$ cat src/rtl/prog_timer_if.sv
// rtl/prog_timer_if.sv - control/status bundle for prog_timer (PRESC member only with TMR_PRESCALE_EN)
interface prog_timer_if #(
  parameter int CNT_W = 21
`ifdef TMR_PRESCALE_EN
  , parameter int PRESC_W = 8
`endif
);
  logic             start_tmr;
  logic             stop_tmr;
  logic             mode;
  logic [CNT_W-1:0] period;
`ifdef TMR_PRESCALE_EN
  logic [PRESC_W-1:0] presc;
`endif
  logic             busy;
  logic             pulse;
  logic [CNT_W-1:0] count;

  modport master (
    output start_tmr, stop_tmr, mode, period,
`ifdef TMR_PRESCALE_EN
    output presc,
`endif
    input  busy, pulse, count
  );

  modport slave (
    input  start_tmr, stop_tmr, mode, period,
`ifdef TMR_PRESCALE_EN
    input  presc,
`endif
    output busy, pulse, count
  );
endinterface

$ cat src/rtl/prog_timer.sv
// rtl/prog_timer.sv - programmable one-shot/periodic interval timer with single-cycle expiry pulse
// Optional clock prescaler enabled by defining TMR_PRESCALE_EN.
module prog_timer #(
  parameter int CNT_W = 21
`ifdef TMR_PRESCALE_EN
  , parameter int PRESC_W = 8
`endif
) (
  input  logic        i_clk,
  input  logic        i_rst_n,
  prog_timer_if.slave io_tmr
);

  typedef enum logic [1:0] {
    ST_IDLE  = 2'd0,
    ST_COUNT = 2'd1
  } state_t;

  state_t           r_state;
  state_t           w_state_nxt;
  logic [CNT_W-1:0] r_cnt;
  logic [CNT_W-1:0] w_cnt_nxt;
  logic [CNT_W-1:0] r_period;
  logic [CNT_W-1:0] w_period_nxt;
  logic             r_mode;
  logic             w_mode_nxt;
  logic             r_pulse;
  logic             w_pulse_nxt;
  logic             w_tick;
  logic             w_accept;

`ifdef TMR_PRESCALE_EN
  logic [PRESC_W-1:0] r_presc;
  logic [PRESC_W-1:0] w_presc_nxt;
  logic [PRESC_W-1:0] r_div;
  logic [PRESC_W-1:0] w_div_nxt;

  assign w_tick = (r_presc == r_div);
`else
  assign w_tick = 1'b1;
`endif

  // Stop always wins over start, whatever the state.
  assign w_accept = io_tmr.start_tmr & ~io_tmr.stop_tmr;

  always_ff @(posedge i_clk or negedge i_rst_n) begin
    if (!i_rst_n) begin
      r_state  <= ST_IDLE;
      r_cnt    <= '0;
      r_period <= '0;
      r_mode   <= 1'b0;
      r_pulse  <= 1'b0;
`ifdef TMR_PRESCALE_EN
      r_presc  <= '0;
      r_div    <= '0;
`endif
    end else begin
      r_state  <= w_state_nxt;
      r_cnt    <= w_cnt_nxt;
      r_period <= w_period_nxt;
      r_mode   <= w_mode_nxt;
      r_pulse  <= w_pulse_nxt;
`ifdef TMR_PRESCALE_EN
      r_presc  <= w_presc_nxt;
      r_div    <= w_div_nxt;
`endif
    end
  end

  always_comb begin
    w_state_nxt  = r_state;
    w_cnt_nxt    = r_cnt;
    w_period_nxt = r_period;
    w_mode_nxt   = r_mode;
    w_pulse_nxt  = 1'b0;
`ifdef TMR_PRESCALE_EN
    w_presc_nxt  = r_presc;
    w_div_nxt    = r_div;
`endif
    case (r_state)
      ST_IDLE: begin
        if (w_accept) begin
          w_state_nxt  = ST_COUNT;
          w_cnt_nxt    = '0;
          w_period_nxt = io_tmr.period;
          w_mode_nxt   = io_tmr.mode;
`ifdef TMR_PRESCALE_EN
          w_presc_nxt  = '0;
          w_div_nxt    = io_tmr.presc;
`endif
        end
      end
      ST_COUNT: begin
        if (io_tmr.stop_tmr) begin
          w_state_nxt = ST_IDLE;
          w_cnt_nxt   = '0;
`ifdef TMR_PRESCALE_EN
          w_presc_nxt = '0;
`endif
        end else begin
`ifdef TMR_PRESCALE_EN
          w_presc_nxt = w_tick ? '0 : r_presc + 1'b1;
`endif
          if (w_tick) begin
            if (r_cnt == r_period) begin
              w_pulse_nxt = 1'b1;
              w_cnt_nxt   = '0;
              if (!r_mode) w_state_nxt = ST_IDLE;
            end else begin
              w_cnt_nxt = r_cnt + 1'b1;
            end
          end
          // A restart overrides the count update but keeps an expiry pulse already due.
          if (io_tmr.start_tmr) begin
            w_state_nxt  = ST_COUNT;
            w_cnt_nxt    = '0;
            w_period_nxt = io_tmr.period;
            w_mode_nxt   = io_tmr.mode;
`ifdef TMR_PRESCALE_EN
            w_presc_nxt  = '0;
            w_div_nxt    = io_tmr.presc;
`endif
          end
        end
      end
      default: begin
        w_state_nxt = ST_IDLE;
        w_cnt_nxt   = '0;
`ifdef TMR_PRESCALE_EN
        w_presc_nxt = '0;
`endif
      end
    endcase
  end

  assign io_tmr.busy  = (r_state == ST_COUNT);
  assign io_tmr.pulse = r_pulse;
  assign io_tmr.count = r_cnt;

endmodule

$ cat src/flat_wrapper.sv
// flat-port wrapper written by rule: the top's interface ports become plain ports
module prog_timer_flat 
#(
  parameter int CNT_W = 21

)
  (i_clk, i_rst_n, io_tmr_start_tmr, io_tmr_stop_tmr, io_tmr_mode, io_tmr_period, io_tmr_busy, io_tmr_pulse, io_tmr_count);
  prog_timer_if #(.CNT_W(CNT_W)) io_tmr_i ();
  input  logic i_clk;
  input  logic i_rst_n;
  input wire logic [$bits(io_tmr_i.start_tmr)-1:0] io_tmr_start_tmr;
  input wire logic [$bits(io_tmr_i.stop_tmr)-1:0] io_tmr_stop_tmr;
  input wire logic [$bits(io_tmr_i.mode)-1:0] io_tmr_mode;
  input wire logic [$bits(io_tmr_i.period)-1:0] io_tmr_period;
  output wire logic [$bits(io_tmr_i.busy)-1:0] io_tmr_busy;
  output wire logic [$bits(io_tmr_i.pulse)-1:0] io_tmr_pulse;
  output wire logic [$bits(io_tmr_i.count)-1:0] io_tmr_count;
  assign io_tmr_i.start_tmr = io_tmr_start_tmr;
  assign io_tmr_i.stop_tmr = io_tmr_stop_tmr;
  assign io_tmr_i.mode = io_tmr_mode;
  assign io_tmr_i.period = io_tmr_period;
  assign io_tmr_busy = io_tmr_i.busy;
  assign io_tmr_pulse = io_tmr_i.pulse;
  assign io_tmr_count = io_tmr_i.count;
  prog_timer #(.CNT_W(CNT_W)) u_core (.i_clk(i_clk), .i_rst_n(i_rst_n), .io_tmr(io_tmr_i));
endmodule
$ cat config.mk
export PLATFORM = sky130hd
export DESIGN_NAME = prog_timer_flat
export DESIGN_NICKNAME = d
export VERILOG_FILES = /design/src/rtl/prog_timer_if.sv /design/src/rtl/prog_timer.sv /design/src/flat_wrapper.sv
export SDC_FILE = /design/constraint.sdc
export NUM_CORES = 1
export LEC_CHECK = 0
export BUFFER_PORTS_ARGS = -buffer_cell sky130_fd_sc_hd__buf_4
export CAP_MARGIN = 40
export CORE_MARGIN = 8
export CORE_UTILIZATION = 30
export CTS_BUF_LIST = sky130_fd_sc_hd__clkbuf_8
export DETAILED_ROUTE_END_ITERATION = 6
export GPL_TIMING_DRIVEN = 0
export HOLD_SLACK_MARGIN = 0.1
export PLACE_DENSITY = 0.61
export SYNTH_ARGS = -nofsm -noshare
export SYNTH_HDL_FRONTEND = slang
export SYNTH_SLANG_ARGS = --single-unit
$ cat constraint.sdc
create_clock -name i_clk -period 2.15 [get_ports i_clk]
set_input_delay 0.43 -clock i_clk [delete_from_list [all_inputs] [get_ports i_clk]]
set_output_delay 0.43 -clock i_clk [all_outputs]
set_load 0.02 [all_outputs]
==> run metrics, run 1 <==
Arrival @ worst endpoint=2.01 ns; vias in the first global route=1719; cts repair resizes=0; Power Density=616 nW/um^2; Max Clock Skew=0.00788 ns; Lkg Pwr=1.32 nW; Syn Nets=223; CP max FO=10; hold buffers post-CTS=0; DP HPWL=4.04 mm; CTS tree=built; Initial Utilization=0.306; die height=104 um; Slew Viols, Final=0; via/cell ratio=4.49; DR vias=1591; commonest non-fill, non-tap cell in the layout=buf_4; Ant. Diodes=0; core area=7610 sq um; commonest non-fill, non-tap cells in the layout=buf_4 (49), dfrtp_1 (45), xor2_1 (26), mux2_2 (22), nor2_2 (19); htree depth=2; GP Congestion=0.739; routing usage on met3=0.0397; Chip Width=104 um; required time of the critical path=2.34 ns; GR Overflow Total=0; #FFs+latches synth=45; Mapped Area=2330 sq um; Setup violations, final=0; crit path cell chain=xor2_1 > nor4_1 > nand4_1 > o21ai_2 > buf_6 > nor2_2; TNS Setup=0 ns; Final WS setup=0.331 ns; Routed wire per std cell=15.2 um; NumNets Final=278; GRT met2 Usage=0.159; Top Ports=49; met1 Usage GRT=0.130; worst slew pin tran=0.601 ns; post-synthesis sequential area ratio=0.484; CTS Root Cell=clkbuf_8; synth unique cells=35; CP max stage delay=0.47 ns; clock sinks=45; largest net degree at the start of global routing=46; layer with the highest usage=met2; clk slew on worst S/H paths=0.09 ns; Crit Path Class=reg2reg; Syn Inst Count=196; Combinational Power Share=0.138; initial drt markers=61; Clk network pwr share=0.325; post-route ant nets=0; reg-to-reg startpoint=u_core.io_tmr.count[11]; first-pass GRT wire length=8.86 mm; nature of the critical path startpoint=flop; DR DRC count=0; post-route minimum period=1.82 ns; fmax=550 MHz; Int Pwr=1.33 mW; Final Util=0.383; port bufs=48; MaxCap Viol Count=0; Area growth syn-to-layout=25.3%; IR drop worst, VDD=231 uV; RSZ-0062 raised after global routing=false; Rows=32; initial antenna violation count=0; drt total wl=5.39 mm; Switch Pwr=0.463 mW; post-place setup slack=0.203 ns; outcome=complete, no violations; DR pass1 iterations=4; Sw Ratio=0.257; share of cells above drive strength 1=0.452; slew margin rel.=0.598; Setup crit start=u_core.io_tmr.count[11]; final hold vios=0; Mapped Avg Cell Area=11.9 sq um; Clock Tree Buf Depth=2; clock latency on the worst-skew pair=0.30 ns; die area=10800 sq um; Fin Hold WS=0.127 ns; clock buffer count from CTS=5; HP Class=in2async; Final Non-Filler Cells=354; Tot GR Track Use=0.104; Reg power frac=0.537; Critical Path Slowest Stage Cell=dfrtp_1; postcts setup bufs=0; placed insts=346; Critical Path Sink Type=flop; Synthesis Warnings=0; fin crit share=0.846
==> cell type report <==
type | instances | area [sq um]
plain buffers | 7 | 48.8
clock buffers | 7 | 96.3
clock inverters | 1 | 5.00
fillers | 788 | 4690
inverters | 4 | 15.0
multi-input cells | 140 | 1140
flip-flops and latches | 45 | 1130
well taps | 102 | 128
repair buffers | 48 | 360
==> logic make-up (layout without fill, tap and decap cells) <==
kind of cell               after synthesis  in the layout  share of synthesized area
buffers and inverters                   11             67                     0.0274
xor gates and xnor gates                40             40                      0.151
AOI/OAI and AO/OA                       13             13                     0.0473
and+or+nand+nor                         64             64                      0.179
muxes                                   22             22                      0.107
adders and majority gates                1              1                    0.00538
DFF                                     45             45                      0.484
==> metal layers <==
layer / up-vias / part of all wire / wire length, um
met1: 779 / 0.46 / 2480
met5: - / 0 / 0
met4: 0 / 0.015 / 80
met2: 33 / 0.47 / 2530
met3: 6 / 0.057 / 305
li1: 773 / - / -
==> worst max-delay path: cells and delay by family (launching register included) <==
kind	cells	cell delay [ns]
buf+inv	1	0.20
compound gates	1	0.24
xor+xnor	1	0.20
simple gates	3	0.60
flops	1	0.47
==> registers in the layout (all words and copies together), names as in the netlist <==
name and count:
u_core.r_state 1, u_core.io_tmr.pulse 1, u_core.r_period 21, u_core.r_mode 1, u_core.io_tmr.count 21
==> final timing paths <==
check	slack (ns)	cells after the start	to
worst max-delay path	0.33	6	u_core.io_tmr.count[2]
worst min-delay path	0.13	1	u_core.r_period[17]
worst max register to register	0.33	6	u_core.io_tmr.count[2]
worst min register to register	0.54	1	u_core.r_period[4]
max in group asynchronous	1.63	1	u_core.io_tmr.count[6]
min in group i_clk	0.31	2	u_core.r_state[0]
==> power by group through the flow <==
stage	sequential (mW)	combinational (mW)	clock (mW)
after floorplan	0.974	0.151	0
after global routing	0.974	0.278	0.643
after global placement	0.978	0.252	0
after CTS	0.965	0.255	0.607
final	0.964	0.248	0.584
after detailed placement	0.983	0.254	0
==> stage by stage <==
stage | cell area (sq um) | power, mW
after global placement | 2810 | 1.23
after detailed placement | 2810 | 1.24
after floorplan | 2330 | 1.13
final | 2920 | 1.80
after CTS | 2920 | 1.83
after global routing | 2920 | 1.90
==> synth_stat cells, drive strengths merged <==
master	count	area [sq um]
nand2	9	33.8
dfrtp	45	1130
or2	1	6.26
o31ai	1	7.51
and4	1	11.3
o21ai	4	23.8
buf	6	45.0
a22o	1	8.76
nor4	7	77.6
and2b	1	7.51
nand4	3	48.8
mux2	22	248
xor2	26	228
and3	3	20.0
nand2b	1	6.26
o211ai	1	7.51
clkbuf	1	3.75
ha	1	12.5
a21oi	3	18.8
nor2	27	149
nand3	3	15.0
o2111ai	3	43.8
inv	4	15.0
xnor2	14	123
nor3	8	40.0
Note: power is estimated with default switching activity, not from simulation.
==> run 2: changes to the inputs <==
--- a/config.mk
+++ b/config.mk
@@ -13,7 +13,7 @@
 export DETAILED_ROUTE_END_ITERATION = 6
 export GPL_TIMING_DRIVEN = 0
 export HOLD_SLACK_MARGIN = 0.1
-export PLACE_DENSITY = 0.61
+export PLACE_DENSITY = 0.63
 export SYNTH_ARGS = -nofsm -noshare
 export SYNTH_HDL_FRONTEND = slang
 export SYNTH_SLANG_ARGS = --single-unit
==> constraint.sdc (replaced) <==
create_clock -name i_clk -period 1.5 [get_ports i_clk]
set_input_delay 0.3 -clock i_clk [delete_from_list [all_inputs] [get_ports i_clk]]
set_output_delay 0.3 -clock i_clk [all_outputs]
set_load 0.02 [all_outputs]
==> run metrics, run 2 (same netlist as run 1, synthesis figures left out) <==
Slew Viols, Final=0; slew margin rel.=0.587; die area=10800 sq um; Design Area, Final=2990 sq um; Ant. Diodes=0; commonest non-fill, non-tap cell in the layout=buf_4; GP Congestion=0.775; CTS tree=built; Lkg Pwr=1.32 nW; hold endpoint=u_core.r_state[0]; reg-to-reg endpoint=u_core.io_tmr.count[0]; Final Non-Filler Cells=359; required time of the critical path=1.68 ns; NumNets Final=284; TNS Setup=-5.01 ns; DR vias=1626; via/cell ratio=4.53; Setup violations, final=23; fin crit share=1.16; Area growth syn-to-layout=28.3%; Max Clock Skew=0.00812 ns; outcome=complete, but fails checks; placed insts=346; Final Util=0.392; clock buffer count from CTS=5; Hold Startpoint=io_tmr_stop_tmr; placed cell areas=2830 sq um; Initial Utilization=0.306; nature of the critical path startpoint=flop; post-place setup slack=-0.404 ns; Worst R2R Path Depth=5; post-route ant nets=0; worst slew pin tran=0.617 ns; GR Overflow Total=0; clock latency on the worst-skew pair=0.29 ns; initial antenna violation count=0; post-route minimum period=1.74 ns; CTS Root Cell=clkbuf_8; Final WS setup=-0.240 ns; die height=104 um; RSZ-0062 raised after global routing=true; reg-to-reg startpoint=u_core.io_tmr.count[11]; Fin Hold WS=0.172 ns; Top Ports=49; first-pass GRT wire length=8.94 mm; fmax=575 MHz; HP Class=in2reg; clock sinks=45; port bufs=48; DR DRC count=0; share of cells above drive strength 1=0.518; Crit Path Class=reg2reg; Tot Pwr=2.51 mW; htree depth=2; Chip Width=104 um; clk slew on worst S/H paths=0.08 ns; initial drt markers=35; IR drop worst, VDD=415 uV; commonest non-fill, non-tap cells in the layout=buf_4 (53), dfrtp_1 (31), xor2_1 (26), mux2_2 (22), nor2_2 (19); R2R Setup Slk=-0.24 ns; failing checks=negative setup slack; Routed wire per std cell=15.4 um; Setup crit start=u_core.io_tmr.count[11]; CP max FO=3; Tot GR Track Use=0.103; DP HPWL=4.13 mm; core area=7610 sq um; Rows=32; drt total wl=5.51 mm; Arrival @ worst endpoint=1.92 ns; final hold vios=0; largest net degree at the start of global routing=46; hold path cells=2; Clock Tree Buf Depth=2; DR pass1 iterations=4; MaxCap Viol Count=0; Critical Path Sink Type=flop; vias in the first global route=1760; Power Density=840 nW/um^2
==> run 2: cell count changes in the layout (fill, tap and decap cells not counted), sizes merged <==
cell and change:
dlygate4sd3 +1, clkinv -1, buf +3, inv +1, clkbuf +1
==> run 2: critical path, cell delays in order, from the launching register on <==
cell     delay (ns)
dfrtp_2        0.41
xor2_1         0.17
nor4_2         0.34
nand4_1        0.22
or2_1          0.30
a22o_1         0.19
==> run 2: power breakdown <==
group	switching, mW	internal (mW)	leakage (nW)	total (mW)
Sequential	0.0708	1.31	0.554	1.38
Combinational	0.176	0.193	0.716	0.369
Clock	0.398	0.360	0.0485	0.758
Total	0.645	1.86	1.32	2.51
==> run 2: per-layer routing <==
layer  vias to the layer above  part of all wire  track usage
li1                        787                 -            -
met1                       804              0.49        0.131
met2                        31              0.47        0.169
met3                         4             0.033       0.0242
met4                         0            0.0074       0.0310
met5                         -                 0            0
==> run 2: repair_timing <==
| action | CTS | global route |
|---|---|---|
| pin swaps | 5 | 1 |
| resized for setup | 4 | 2 |
| endpoints found under the setup margin | 23 | 42 |
| endpoints found under the hold margin | 45 | 0 |
| hold buffers | 1 | 0 |
| buffers inserted | 3 | 2 |
==> run 2: how the worst max path moves through the flow <==
stage	slack (ns)	to	cells after the start
detailed placement	-0.40	u_core.io_tmr.count[13]	6
finish	-0.24	u_core.io_tmr.count[0]	5
floorplan	-0.11	u_core.io_tmr.count[0]	5
global placement	-0.39	u_core.io_tmr.count[0]	5
CTS	-0.24	u_core.io_tmr.count[17]	6
global route	-0.32	u_core.io_tmr.count[17]	6
==> run 2: final cells by class <==
cell class	instances	area [sq um]
timing repair buffer	54	408
sequential	45	1140
inverter	4	15.0
tap	102	128
multi-input combinational	140	1150
fill	777	4620
clock inverter	1	3.75
buffer	7	57.6
clock buffer	6	82.6
